==> config.mk <==
export PLATFORM = sky130hd
export DESIGN_NAME = r_matrix_streamer_flat
export DESIGN_NICKNAME = d
export VERILOG_FILES = /design/src/rtl/r_matrix_streamer_if.sv /design/src/rtl/r_matrix_streamer.sv /design/src/flat_wrapper.sv
export SDC_FILE = /design/constraint.sdc
export NUM_CORES = 1
export LEC_CHECK = 0
export CAP_MARGIN = 40
export CORE_UTILIZATION = 45
export CTS_CLUSTER_SIZE = 20
export DETAILED_ROUTE_END_ITERATION = 12
export GPL_ROUTABILITY_DRIVEN = 1
export MAX_ROUTING_LAYER = met4
export PLACE_DENSITY = 0.62
export SYNTH_ARGS = -nofsm -noshare
export SYNTH_HDL_FRONTEND = slang
export SYNTH_SLANG_ARGS = --single-unit
==> constraint.sdc <==
create_clock -name clk -period 7 [get_ports clk]
set_clock_uncertainty 0.1 [all_clocks]
set_input_delay 1.05 -clock clk [delete_from_list [all_inputs] [get_ports clk]]
set_output_delay 1.05 -clock clk [all_outputs]
set_load 0.01 [all_outputs]
==> src/rtl/r_matrix_streamer_if.sv <==
// r_matrix_streamer_if: R write stream, replay handshake and status bundle
interface r_matrix_streamer_if #(
   parameter int OUT_WIDTH = 12
);
   logic                        clear;
   logic                        wr_R;
   logic signed [OUT_WIDTH-1:0] wr_R_data;
   logic [2:0]                  wr_R_row_addr;
   logic [1:0]                  wr_R_col_addr;
   logic                        qr_valid;
   logic                        out_valid;
   logic                        out_ready;
   logic signed [OUT_WIDTH-1:0] out_data;
   logic [1:0]                  out_row;
   logic [1:0]                  out_col;
   logic                        out_last;
   logic                        done;
   logic                        resid_err;
   logic [5:0]                  wr_cnt;

   modport master (
      output clear, wr_R, wr_R_data, wr_R_row_addr, wr_R_col_addr, qr_valid, out_ready,
      input  out_valid, out_data, out_row, out_col, out_last, done, resid_err, wr_cnt
   );

   modport slave (
      input  clear, wr_R, wr_R_data, wr_R_row_addr, wr_R_col_addr, qr_valid, out_ready,
      output out_valid, out_data, out_row, out_col, out_last, done, resid_err, wr_cnt
   );
endinterface

==> src/rtl/r_matrix_streamer.sv <==
// r_matrix_streamer: captures the 8x4 R write stream, replays the upper triangle of the 4x4 block
module r_matrix_streamer #(
   parameter int OUT_WIDTH = 12,
   parameter int TOL       = 4
) (
   input logic              clk,
   input logic              rst,
   r_matrix_streamer_if.slave bus
);
   typedef enum logic [1:0] {CAPTURE, STREAM, DONE} state_t;

   state_t                      r_state, w_state;
   logic signed [OUT_WIDTH-1:0] r_store [32];
   logic [3:0]                  r_idx, w_idx, w_nidx;
   logic [1:0]                  w_nrow, w_ncol;
   logic                        r_valid, w_valid;
   logic signed [OUT_WIDTH-1:0] r_data, w_data;
   logic [1:0]                  r_row, w_row, r_col, w_col;
   logic                        r_last, w_last;
   logic                        r_done, w_done;
   logic                        r_resid;
   logic [5:0]                  r_cnt;
   logic                        w_wr_ok, w_below, w_over, w_hit00;
   logic [OUT_WIDTH:0]          w_ext, w_mag;

   // Writes only land while capturing; clear always drops a coincident write.
   assign w_wr_ok = bus.wr_R && !bus.clear && r_state == CAPTURE;
   assign w_hit00 = w_wr_ok && bus.wr_R_row_addr == 3'd0 && bus.wr_R_col_addr == 2'd0;

   // One extra bit of magnitude so the most negative code counts as its full size.
   assign w_ext   = {bus.wr_R_data[OUT_WIDTH-1], bus.wr_R_data};
   assign w_mag   = w_ext[OUT_WIDTH] ? -w_ext : w_ext;
   assign w_below = bus.wr_R_row_addr > {1'b0, bus.wr_R_col_addr};
   assign w_over  = w_mag > (OUT_WIDTH+1)'(TOL);

   // Upper-triangle walk: beat index to (row, col) of the following beat.
   assign w_nidx = r_idx + 4'd1;
   assign w_nrow = w_nidx < 4'd4 ? 2'd0 : w_nidx < 4'd7 ? 2'd1 : w_nidx < 4'd9 ? 2'd2 : 2'd3;
   assign w_ncol = w_nidx < 4'd4 ? w_nidx[1:0] :
                   w_nidx < 4'd7 ? 2'(w_nidx - 4'd3) :
                   w_nidx < 4'd9 ? 2'(w_nidx - 4'd5) : 2'd3;

   // Next state and next registered outputs; clear overrides everything else.
   always_comb begin
      w_state = r_state;
      w_idx   = r_idx;
      w_valid = r_valid;
      w_data  = r_data;
      w_row   = r_row;
      w_col   = r_col;
      w_last  = r_last;
      w_done  = r_done;
      if (bus.clear) begin
         w_state = CAPTURE;
         w_idx   = '0;
         w_valid = 1'b0;
         w_data  = '0;
         w_row   = '0;
         w_col   = '0;
         w_last  = 1'b0;
         w_done  = 1'b0;
      end else if (r_state == CAPTURE && bus.qr_valid) begin
         w_state = STREAM;
         w_idx   = '0;
         w_valid = 1'b1;
         w_data  = w_hit00 ? bus.wr_R_data : r_store[0];
         w_row   = '0;
         w_col   = '0;
         w_last  = 1'b0;
      end else if (r_state == STREAM && r_valid && bus.out_ready) begin
         if (r_idx == 4'd9) begin
            w_state = DONE;
            w_valid = 1'b0;
            w_last  = 1'b0;
            w_done  = 1'b1;
         end else begin
            w_idx  = w_nidx;
            w_row  = w_nrow;
            w_col  = w_ncol;
            w_data = r_store[{1'b0, w_nrow, w_ncol}];
            w_last = w_nidx == 4'd9;
         end
      end
   end

   // State and beat registers.
   always_ff @(posedge clk or posedge rst) begin
      if (rst) begin
         r_state <= CAPTURE;
         r_idx   <= '0;
         r_valid <= 1'b0;
         r_data  <= '0;
         r_row   <= '0;
         r_col   <= '0;
         r_last  <= 1'b0;
         r_done  <= 1'b0;
      end else begin
         r_state <= w_state;
         r_idx   <= w_idx;
         r_valid <= w_valid;
         r_data  <= w_data;
         r_row   <= w_row;
         r_col   <= w_col;
         r_last  <= w_last;
         r_done  <= w_done;
      end
   end

   // Store, saturating write counter and sticky residual flag.
   always_ff @(posedge clk or posedge rst) begin
      if (rst) begin
         for (int i = 0; i < 32; i++) r_store[i] <= '0;
         r_cnt   <= '0;
         r_resid <= 1'b0;
      end else if (bus.clear) begin
         for (int i = 0; i < 32; i++) r_store[i] <= '0;
         r_cnt   <= '0;
         r_resid <= 1'b0;
      end else if (w_wr_ok) begin
         r_store[{bus.wr_R_row_addr, bus.wr_R_col_addr}] <= bus.wr_R_data;
         r_cnt   <= r_cnt == 6'd63 ? r_cnt : r_cnt + 6'd1;
         r_resid <= r_resid | (w_below & w_over);
      end
   end

   assign bus.out_valid = r_valid;
   assign bus.out_data  = r_data;
   assign bus.out_row   = r_row;
   assign bus.out_col   = r_col;
   assign bus.out_last  = r_last;
   assign bus.done      = r_done;
   assign bus.resid_err = r_resid;
   assign bus.wr_cnt    = r_cnt;
endmodule

==> src/flat_wrapper.sv <==
// flat-port wrapper written by rule: the top's interface ports become plain ports
module r_matrix_streamer_flat 
#(
   parameter int OUT_WIDTH = 12,
   parameter int TOL       = 4
)
  (clk, rst, bus_clear, bus_wr_R, bus_wr_R_data, bus_wr_R_row_addr, bus_wr_R_col_addr, bus_qr_valid, bus_out_ready, bus_out_valid, bus_out_data, bus_out_row, bus_out_col, bus_out_last, bus_done, bus_resid_err, bus_wr_cnt);
  r_matrix_streamer_if #(.OUT_WIDTH(OUT_WIDTH)) bus_i ();
  input logic clk;
  input logic rst;
  input wire logic [$bits(bus_i.clear)-1:0] bus_clear;
  input wire logic [$bits(bus_i.wr_R)-1:0] bus_wr_R;
  input wire logic [$bits(bus_i.wr_R_data)-1:0] bus_wr_R_data;
  input wire logic [$bits(bus_i.wr_R_row_addr)-1:0] bus_wr_R_row_addr;
  input wire logic [$bits(bus_i.wr_R_col_addr)-1:0] bus_wr_R_col_addr;
  input wire logic [$bits(bus_i.qr_valid)-1:0] bus_qr_valid;
  input wire logic [$bits(bus_i.out_ready)-1:0] bus_out_ready;
  output wire logic [$bits(bus_i.out_valid)-1:0] bus_out_valid;
  output wire logic [$bits(bus_i.out_data)-1:0] bus_out_data;
  output wire logic [$bits(bus_i.out_row)-1:0] bus_out_row;
  output wire logic [$bits(bus_i.out_col)-1:0] bus_out_col;
  output wire logic [$bits(bus_i.out_last)-1:0] bus_out_last;
  output wire logic [$bits(bus_i.done)-1:0] bus_done;
  output wire logic [$bits(bus_i.resid_err)-1:0] bus_resid_err;
  output wire logic [$bits(bus_i.wr_cnt)-1:0] bus_wr_cnt;
  assign bus_i.clear = bus_clear;
  assign bus_i.wr_R = bus_wr_R;
  assign bus_i.wr_R_data = bus_wr_R_data;
  assign bus_i.wr_R_row_addr = bus_wr_R_row_addr;
  assign bus_i.wr_R_col_addr = bus_wr_R_col_addr;
  assign bus_i.qr_valid = bus_qr_valid;
  assign bus_i.out_ready = bus_out_ready;
  assign bus_out_valid = bus_i.out_valid;
  assign bus_out_data = bus_i.out_data;
  assign bus_out_row = bus_i.out_row;
  assign bus_out_col = bus_i.out_col;
  assign bus_out_last = bus_i.out_last;
  assign bus_done = bus_i.done;
  assign bus_resid_err = bus_i.resid_err;
  assign bus_wr_cnt = bus_i.wr_cnt;
  r_matrix_streamer #(.OUT_WIDTH(OUT_WIDTH), .TOL(TOL)) u_core (.clk(clk), .rst(rst), .bus(bus_i));
endmodule
==> flow_metrics.env <==
export IMPL_status="finished, final reports clean"
export IMPL_syn_to_final_growth_pct=13.6
export IMPL_synth_top_area_share_pct=47.6
export IMPL_worst_path_buf_inv=0
export IMPL_final_core_util_pct=52.5
export IMPL_use_met3_pct=5.05
export IMPL_fmax_mhz=258
export IMPL_cp_arrival_ps=4250
export IMPL_avgSynthCellArea_um2=9.93
export IMPL_die_y_um=163
export IMPL_ys_types=58
export IMPL_rsz0062_at_grt="false"
export IMPL_fin_crit_sh_pct=55.4
export IMPL_io_pins=49
export IMPL_cts_root_buffer="clkbuf_16"
export IMPL_worstPathCellList="ha_1 > xnor2_2 > and4_1 > a32o_1 > nor2_2 > nand2_1 > o221ai_1 > o31a_1"
export IMPL_ys_seq_area_share_pct=47.6
export IMPL_hold_class="flip-flop to flip-flop"
export IMPL_crit_path_end_kind="flip-flop"
export IMPL_drc=0
export IMPL_fin_setup_tns_ps=0
export IMPL_cts_repair_resized=0
export IMPL_regArea_um2=5580
export IMPL_grt_busiest_layer="met1"
export IMPL_sequentialPowerShare_pct=45.1
export IMPL_postSynthCellCount=1180
export IMPL_max_cap_violations=0
export IMPL_drive_above_1_share_pct=9.17
export IMPL_synth_most_common_cell="mux2i_1"
export IMPL_hpwlAfterDp_mm=21.0
export IMPL_final_net_count=1212
export IMPL_tightest_slew_ps=944
export IMPL_hold_buffers=0
export IMPL_use_met2_pct=37.0
export IMPL_ant_nets=0
export IMPL_grt_max_degree=103
export IMPL_synth_common_cells="227 x mux2i_1, 223 x dfrtp_1, 205 x nor2_1"
export IMPL_dieWidth_um=163
export IMPL_num_rows=58
export IMPL_dp_cells=1483
export IMPL_cts_max_level=1
export IMPL_io_buffers=48
export IMPL_finalHoldViolCount=0
export IMPL_vias=8900
export IMPL_grt_pass1_vias=8692
export IMPL_clock_sinks=223
export IMPL_stdcell_count=1531
export IMPL_p_leak_uw=0.00583
export IMPL_fillCellCount=2259
export IMPL_pre_cts_ws_ps=3150
export IMPL_start_util_pct=46.3
export IMPL_crit_slowest_cell="nor2_2"
export IMPL_relSlewSlack_pct=36.9
export IMPL_yosysWarnings=0
export IMPL_cts_tree="yes"
export IMPL_critPathRequiredTime_ps=7370
export IMPL_grt_util_met1_pct=37.1
export IMPL_worst_path_max_fanout=16
export IMPL_synthTopCellsByArea="dfrtp_1 48%, mux2i_1 19%, nor2_1 6.6%"
export IMPL_synth_nets=1211
export IMPL_grt_pass1_wl_mm=52.0
export IMPL_clock_path_buffers=3
export IMPL_cp_start_kind="flip-flop"
export IMPL_synth_edff_count=0
export IMPL_fp_coreArea_um2=25300
export IMPL_multi_input_area_um2=5600
export IMPL_finalCriticalPeriod_ps=3880
export IMPL_gp_congestion=0.842
export IMPL_clk_latency_ps=530
export IMPL_synth_top_flop_cell="dfrtp_1"
export IMPL_cp_top_family="simple AND/OR/NAND/NOR gates"
export IMPL_p_clk_share_pct=47.2
export IMPL_wl_per_cell_um=21.5
export IMPL_die_area_um2=26700
export IMPL_firstDrtPassIters=5
export IMPL_grt_overflow=0
export IMPL_ys_ff_latch=223
export IMPL_cts_setup_buffers=0
export IMPL_p_per_area_nw_per_um2=219
export IMPL_cts_buffers=26
export IMPL_track_usage_pct=26.4
export IMPL_drt_initial_drc_count=661
export IMPL_comb_power_share_pct=7.7
export IMPL_syn_cell_area_um2=11700
export IMPL_setup_ws_ps=3120
export IMPL_power_total_uw=2910
export IMPL_antenna_found_initial=2
export IMPL_via_per_inst=5.81
export IMPL_peakVddDrop_v=0.000197
export IMPL_p_sw_uw=703
export IMPL_setup_viol=0
export IMPL_drt_wl_total_mm=33.0
export IMPL_async_flop_share_pct=100
export IMPL_clk_pin_slew_worst_paths_ps=60
export IMPL_synth_top_area_cell="dfrtp_1"
export IMPL_switching_share_pct=24.1
export IMPL_critPathMaxStageDelay_ps=670
export IMPL_slew_viol_final=0
export IMPL_path_class="flip-flop to flip-flop"
export IMPL_p_int_uw=2210
metrics by stage:
stage	hold slack, ps	area, um2
2_1_floorplan	380	11700
3_3_place_gp	386	12300
3_5_place_dp	404	12400
4_1_cts	418	13300
5_1_grt	431	13300
6_report	415	13300
cell families after synthesis:
logic type,after synthesis,share of synthesized area (%)
buf+inv,117,4.63
simple gates,402,14.8
mux,251,22.0
xor+xnor,11,0.886
flops,223,47.6
compound gates,168,9.28
fa+ha+maj,8,0.854
area by class of cell:
type                       instances  share of cell area [%]
antenna                            2                  0.0376
clock buffer                      39                    5.87
clock inverter                     7                   0.639
inverter                           9                   0.282
multi-input combinational        840                    42.1
sequential                       223                    41.9
tap                              330                    3.10
timing repair buffer              81                    6.03
power by group through the flow:
stage | clock network (uW) | registers, uW | logic [uW]
after floorplan | 0 | 1330 | 141
after global placement | 0 | 1340 | 220
after detailed placement | 0 | 1340 | 224
after CTS | 1400 | 1310 | 225
after global routing | 1450 | 1310 | 245
final | 1380 | 1310 | 224
cell usage in the layout, fill, tap and decap left out, types with 3 or more instances in the layout:
master,n
clkinv_2,5
and3_1,14
nor2_1,205
and4_1,3
o221ai_1,12
or2_2,3
nor3_1,5
clkdlybuf4s50_1,47
nand3_1,55
a211oi_1,12
buf_8,3
a31oi_1,4
xor2_1,5
clkbuf_1,6
a21oi_1,67
a311oi_1,12
o31a_1,12
ha_1,8
o21ai_0,21
nand4_1,3
or3_1,5
dfrtp_1,223
mux2_2,15
xnor2_1,5
buf_4,26
buf_12,4
o22ai_1,13
mux2_4,8
nand2_1,87
mux2i_1,227
clkbuf_8,6
and2_1,4
inv_1,8
nand3b_1,3
clkbuf_16,27
tightest hold or removal path: stages (launching register included):
cell and delay, ps:
dfrtp_1 340, mux2i_1 70, nor2_1 70
metal layers:
metal	routed length [um]	share of wire, %
met1	15400	47
met2	14400	44
met3	1910	5.8
met4	1230	3.7
met5	0	0
path summary, 6_finish.rpt:
kind / start / endpoint / slack [ps] / cells past startpoint
worst max-delay path: u_core.r_idx[0] / u_core.bus.out_data[11] / 3120 / 8
worst min-delay path: u_core.r_store[266] / u_core.r_store[266] / 410 / 2
worst max register to register: u_core.r_idx[0] / u_core.bus.out_data[11] / 3120 / 8
worst min register to register: u_core.r_store[266] / u_core.r_store[266] / 410 / 2
max in group asynchronous: rst / u_core.r_store[292] / 4470 / 4
min in group asynchronous: rst / u_core.bus.wr_cnt[1] / 880 / 2
sequential cells by signal, indices dropped and copies added (netlist names):
signal                count
u_core.bus.wr_cnt         6
u_core.bus.out_last       1
u_core.r_idx              4
u_core.bus.out_row        2
u_core.r_state            2
u_core.bus.done           1
u_core.r_store          192
u_core.bus.out_data      12
u_core.bus.resid_err      1
u_core.bus.out_col        2
Power figures use the tool's default switching activity.
